==> config.mk <==
export PLATFORM = sky130hd
export DESIGN_NAME = stopwatch_controller
export DESIGN_NICKNAME = d
export VERILOG_FILES = /design/src/rtl/stopwatch_pkg.sv /design/src/rtl/button_debouncer.sv /design/src/rtl/stopwatch_controller.sv
export SDC_FILE = /design/constraint.sdc
export NUM_CORES = 1
export LEC_CHECK = 0
export BUFFER_PORTS_ARGS = -buffer_cell sky130_fd_sc_hd__clkbuf_2
export CAP_MARGIN = 0
export CORE_MARGIN = 4
export CORE_UTILIZATION = 52
export CTS_CLUSTER_DIAMETER = 80
export CTS_CLUSTER_SIZE = 24
export DETAILED_ROUTE_END_ITERATION = 10
export PLACE_DENSITY = 0.81
export SLEW_MARGIN = 20
export SYNTH_ARGS = -nofsm -noshare
export SYNTH_HDL_FRONTEND = slang
export SYNTH_SLANG_ARGS = --single-unit
==> constraint.sdc <==
create_clock -name clock -period 1.79 [get_ports clock]
set_clock_uncertainty 0.1 [all_clocks]
set_input_delay 0.358 -clock clock [delete_from_list [all_inputs] [get_ports clock]]
set_output_delay 0.358 -clock clock [all_outputs]
set_load 0.01 [all_outputs]
==> src/rtl/stopwatch_pkg.sv <==
// Shared encodings and bus widths for the stopwatch controller.
package stopwatch_pkg;

    localparam int STATE_W    = 2;
    localparam int DIGIT_W    = 2;
    localparam int NUM_DIGITS = 4;

    typedef enum logic [STATE_W-1:0] {
        IDLE  = 2'd0,
        RUN   = 2'd1,
        PAUSE = 2'd2,
        LAP   = 2'd3
    } state_t;

endpackage

==> src/rtl/button_debouncer.sv <==
// Button front end: 2-flop synchronizer, tick-sampled debouncer, press pulse.
// The press pulse is suppressed after reset until the button has been seen released.
module button_debouncer #(
    parameter int unsigned SAMPLES = 3
) (
    input  logic clock,
    input  logic reset_n,
    input  logic tick,
    input  logic raw,
    output logic press
);

    localparam int CW = $clog2(SAMPLES + 1);

    logic [1:0]    sync;
    logic          level;
    logic          level_d;
    logic          armed;
    logic [CW-1:0] streak;

    // NOTE: state flops use non-blocking assignments so every flop samples pre-edge values.
    always_ff @(posedge clock or negedge reset_n) begin
        if (!reset_n) begin
            sync    <= '0;
            level   <= 1'b0;
            level_d <= 1'b0;
            armed   <= 1'b0;
            streak  <= '0;
        end else begin
            sync    <= {sync[0], raw};
            level_d <= level;
            if (tick) begin
                if (!sync[1]) begin
                    armed <= 1'b1;
                end
                if (sync[1] != level) begin
                    if (streak == CW'(SAMPLES - 1)) begin
                        level  <= sync[1];
                        streak <= '0;
                    end else begin
                        streak <= streak + 1'b1;
                    end
                end else begin
                    streak <= '0;
                end
            end
        end
    end

    assign press = armed & level & ~level_d;

endmodule

==> src/rtl/stopwatch_controller.sv <==
// Stopwatch control FSM driving an external 4-digit BCD counter chain,
// plus count tick generation and display digit scanning.
module stopwatch_controller
    import stopwatch_pkg::*;
#(
    parameter int unsigned TICK_DIV         = 65536,
    parameter int unsigned SCAN_DIV         = 4,
    parameter int unsigned DEBOUNCE_SAMPLES = 3
) (
    input  logic                  clock,
    input  logic                  reset_n,
    input  logic                  btn_start_stop,
    input  logic                  btn_lap_clear,
    input  logic                  count_max,
    output logic                  count_en,
    output logic                  count_clr,
    output logic                  display_freeze,
    output logic [DIGIT_W-1:0]    digit_idx,
    output logic [NUM_DIGITS-1:0] digit_sel,
    output logic [STATE_W-1:0]    state,
    output logic                  overflow_flag
);

    localparam int TW = $clog2(TICK_DIV);
    localparam int SW = $clog2(SCAN_DIV + 1);

    logic [TW-1:0] tick_cnt;
    logic [SW-1:0] scan_cnt;
    logic          tick;
    logic          ss_press;
    logic          lc_press;

    state_t state_q;
    state_t state_next;
    logic   freeze_next;
    logic   ovf_next;
    logic   en_next;
    logic   clr_next;
    logic   active;

    assign tick = (tick_cnt == TW'(TICK_DIV - 1));

    always_ff @(posedge clock or negedge reset_n) begin
        if (!reset_n) begin
            tick_cnt <= '0;
        end else if (tick) begin
            tick_cnt <= '0;
        end else begin
            tick_cnt <= tick_cnt + 1'b1;
        end
    end

    always_ff @(posedge clock or negedge reset_n) begin
        if (!reset_n) begin
            scan_cnt  <= '0;
            digit_idx <= '0;
        end else if (scan_cnt == SW'(SCAN_DIV - 1)) begin
            scan_cnt  <= '0;
            digit_idx <= digit_idx + 1'b1;
        end else begin
            scan_cnt <= scan_cnt + 1'b1;
        end
    end

    assign digit_sel = NUM_DIGITS'(1) << digit_idx;

    button_debouncer #(.SAMPLES(DEBOUNCE_SAMPLES)) u_start_stop (
        .clock   (clock),
        .reset_n (reset_n),
        .tick    (tick),
        .raw     (btn_start_stop),
        .press   (ss_press)
    );

    button_debouncer #(.SAMPLES(DEBOUNCE_SAMPLES)) u_lap_clear (
        .clock   (clock),
        .reset_n (reset_n),
        .tick    (tick),
        .raw     (btn_lap_clear),
        .press   (lc_press)
    );

    // Saturation outranks button events; start_stop outranks lap_clear.
    // NOTE: every always_comb output gets a default first so no latch is inferred.
    always_comb begin
        state_next  = state_q;
        freeze_next = display_freeze;
        ovf_next    = overflow_flag;
        en_next     = 1'b0;
        clr_next    = 1'b0;
        active      = (state_q == RUN) || (state_q == LAP);

        if (tick && active && count_max) begin
            state_next  = PAUSE;
            ovf_next    = 1'b1;
            freeze_next = 1'b0;
        end else begin
            en_next = tick && active;
            if (ss_press) begin
                case (state_q)
                    IDLE:  state_next = RUN;
                    RUN:   state_next = PAUSE;
                    LAP: begin
                        state_next  = PAUSE;
                        freeze_next = 1'b0;
                    end
                    PAUSE: state_next = RUN;
                endcase
            end else if (lc_press) begin
                case (state_q)
                    IDLE:  clr_next = 1'b1;
                    RUN: begin
                        state_next  = LAP;
                        freeze_next = 1'b1;
                    end
                    LAP: begin
                        state_next  = RUN;
                        freeze_next = 1'b0;
                    end
                    PAUSE: begin
                        state_next = IDLE;
                        clr_next   = 1'b1;
                        ovf_next   = 1'b0;
                    end
                endcase
            end
        end
    end

    always_ff @(posedge clock or negedge reset_n) begin
        if (!reset_n) begin
            state_q        <= IDLE;
            display_freeze <= 1'b0;
            overflow_flag  <= 1'b0;
            count_en       <= 1'b0;
            count_clr      <= 1'b0;
        end else begin
            state_q        <= state_next;
            display_freeze <= freeze_next;
            overflow_flag  <= ovf_next;
            count_en       <= en_next;
            count_clr      <= clr_next;
        end
    end

    assign state = state_q;

endmodule

==> summary.md <==
| Metric | Value |
|---|---|
| Pre-antenna DRT Iters | 4 |
| Vias/cell | 5.378 |
| DRC | 0 |
| Vias in the first global route | 1376 |
| Die X | 66.66 µm |
| Final ANT Viol Nets | 0 |
| Core area | 3337 µm² |
| Top Ports | 17 |
| Hold path start | count_max |
| P&R area growth vs syn | 24.89% |
| Num CTS Buffers | 5 |
| Util after Layout | 0.6697 |
| WHS | 123.9 ps |
| Pre-CTS WS | -83.33 ps |
| Crit path buf inv count | 0 |
| Clock latency at the later pin of the worst-skew pair | 340 ps |
| Worst setup margin | -57.20 ps |
| Area leader, netlist | dfrtp_1 |
| Yosys top cell area share | 0.5734 |
| Commonest non-fill, non-tap cell in the layout | dfrtp_1 |
| Pwr dens | 630.6 nW/µm² |
| Row cnt | 21 |
| Gr ovfl total | 0 |
| Unrepaired setup endpoints after global routing | true |
| Max-Cap Viols | 0 |
| Final WL | 3620 µm |
| VDD IR max | 0.0004713 V |
| Leading register cell type out of synthesis | dfrtp_1 |
| H-tree levels | 2 |
| CTS tree | done |
| Worst R2R Path Depth | 5 |
| Max FO, Critical Path | 3 |
| Required time worst endpoint | 1930 ps |
| Die area | 4444 µm² |
| Clock Tree Root | clkbuf_4 |
| Yosys Warn Count | 0 |
| Critical path capture point type | flip-flop |
| Largest net degree at the start of global routing | 42 |
| Port Buffers | 16 |
| Min Tclk post-route | 1847 ps |
| Total design power | 0.001409 W |
| Register area share after synthesis | 0.5734 |
| RR Startpoint | tick_cnt[1] |
| Synth async-reset ratio | 1.000 |
| CTS clk-pin slew, worst paths | 120 ps |
| Crit path largest cell delay | 460 ps |
| Initial Util | 0.5362 |
| R2R Path End | u_start_stop.level |
| Starting DRT DRC Count | 37 |
| Outcome | finished, violations left |
| Critical-path top delay cell | or4_4 |
| R2r setup slk | -60 ps |
| Worst-Margin Slew | 493.8 ps |
| Share of layout cells above drive strength 1 | 0.2885 |
| Crit Path Category | reg -> reg |
| Die height | 66.66 µm |
| Largest cells by area after synthesis | dfrtp_1 (57%), xnor2_1 (4.9%), ha_1 (4.2%), nor2_1 (2.9%), nand3_1 (2.5%) |
| CTS sink count | 41 |
| Distinct cells, synth | 34 |
| Post-synth EDFFs | 0 |
| Crit-path leading delay family | simple AND/OR/NAND/NOR gates |
| Commonest cells after routing, fill and taps aside | dfrtp_1 (41), buf_4 (27), clkbuf_2 (16) |
| Max Fclk | 0.5414 GHz |
| Via Count | 1366 |
| Hpwl dp | 2519 µm |
| Finish-stage setup viols | 3 |
| Ratio of final minimum period to clock period | 1.032 |
| NumNets Final | 218 |
| Crit path launch type | flip-flop |
| First-pass GRT wire length | 6078 µm |
| Tot GR Track Use | 0.1848 |
| Syn_area_per_cell | 11.32 µm² |
| Critical path cell sequence | ha_4 > nand4_1 > or4_4 > nor3b_2 > mux2_4 |
| Syn Inst Count | 158 |
| #FFs+latches synth | 41 |
| Worst Hold Class | in -> reg |
| GP Congestion | 0.8415 |
| DR WL/cell | 14.25 µm |
| Initial antenna violation count | 0 |
| Net Count, Synth | 169 |
| Final hold vios | 0 |
| Worst hold stages | 2 |
| Antenna cells | 0 |
| CTS max path bufs | 2 |
| Final Max Slew Viols | 0 |
| Synthesized cell area | 1789 µm² |
| Failing checks | setup timing |
| Max_slew headroom | 0.6708 |
| WP data arrival | 1990 ps |
| Hold Path End | count_en |
| Static Leak | 1.078 nW |
## cell families (layout without fill, tap and decap cells)
| kind of cell | Yosys count | count (layout) | synth area share |
|---|---|---|---|
| and+or+nand+nor | 68 | 68 | 0.2112 |
| AOI/OAI and AO/OA | 19 | 19 | 0.06853 |
| buffers and inverters | 7 | 57 | 0.01888 |
| DFF | 41 | 41 | 0.5734 |
| adders and majority gates | 6 | 6 | 0.04196 |
| muxes | 2 | 2 | 0.01259 |
| xor gates and xnor gates | 15 | 15 | 0.07342 |
## Yosys cell counts (2+ instances only)
cell	count
dfrtp_1	41
nor2_1	14
nand2_1	11
xnor2_1	10
nand3_1	9
ha_1	6
nand4_1	6
nor4_1	5
o21ai_0	5
xor2_1	5
nor3_1	4
a21o_1	3
a21oi_1	3
and2_1	3
clkbuf_1	3
inv_1	3
nor2b_1	3
a31oi_1	2
and3_1	2
and3b_1	2
and4_1	2
mux2_2	2
nand3b_1	2
o21bai_1	2
## worst max-delay path by stage
stage,from,to,cells past startpoint
finish,tick_cnt[1],u_start_stop.level,5
CTS,tick_cnt[1],u_lap_clear.level,5
detailed placement,tick_cnt[1],u_start_stop.level,5
global route,tick_cnt[1],u_lap_clear.level,5
floorplan,tick_cnt[7],u_lap_clear.level,5
global placement,tick_cnt[1],u_start_stop.level,5
## through the flow
step	setup TNS [ps]	instances	area (µm²)
CTS	-102.3	252	2203
global placement	-80.11	241	2105
finish	-131.5	254	2235
global route	-536.4	254	2235
floorplan	-241.2	158	1802
detailed placement	-125.5	241	2105
## registers in the layout, summed over array words and instances, names as in the netlist
register / count
digit_idx: 2
count_en: 1
count_clr: 1
display_freeze: 1
u_start_stop.sync: 2
overflow_flag: 1
u_start_stop.armed: 1
tick_cnt: 16
u_start_stop.streak: 2
state: 2
u_lap_clear.armed: 1
u_lap_clear.level_d: 1
scan_cnt: 3
u_lap_clear.streak: 2
u_lap_clear.level: 1
u_start_stop.level_d: 1
u_lap_clear.sync: 2
u_start_stop.level: 1
## final cells by class
type | instances | area [µm²]
fillers | 252 | 1102
repair buffers | 46 | 312.8
clock buffers | 7 | 45.04
inverters | 3 | 11.26
multi-input cells | 110 | 774.5
flip-flops and latches | 41 | 1026
well taps | 46 | 57.56
clock inverters | 1 | 7.507
## where the power goes
group / internal (W) / switching [W]
clock: 0.000155 / 0.000288
sequential: 0.000930 / 0.00000293
combinational: 0.0000107 / 0.0000220
total: 0.00110 / 0.000313
## repair_timing
| action | in CTS | in global routing |
|---|---|---|
| buffers inserted | 2 | 0 |
| gates resized for setup | 4 | 3 |
| endpoints found under the setup margin | 4 | 9 |
| hold buffers | 1 | 2 |
| pin swaps | 1 | 1 |
| endpoints found under the hold margin | 41 | 2 |
## metal layers
metal | wire length (µm) | global-route usage
met1 | 1541 | 0.2222
met2 | 1932 | 0.3045
met4 | 47 | 0.07107
met3 | 98 | 0.06239
met5 | 0 | 0
No activity file was read; power rests on OpenSTA's default activity.
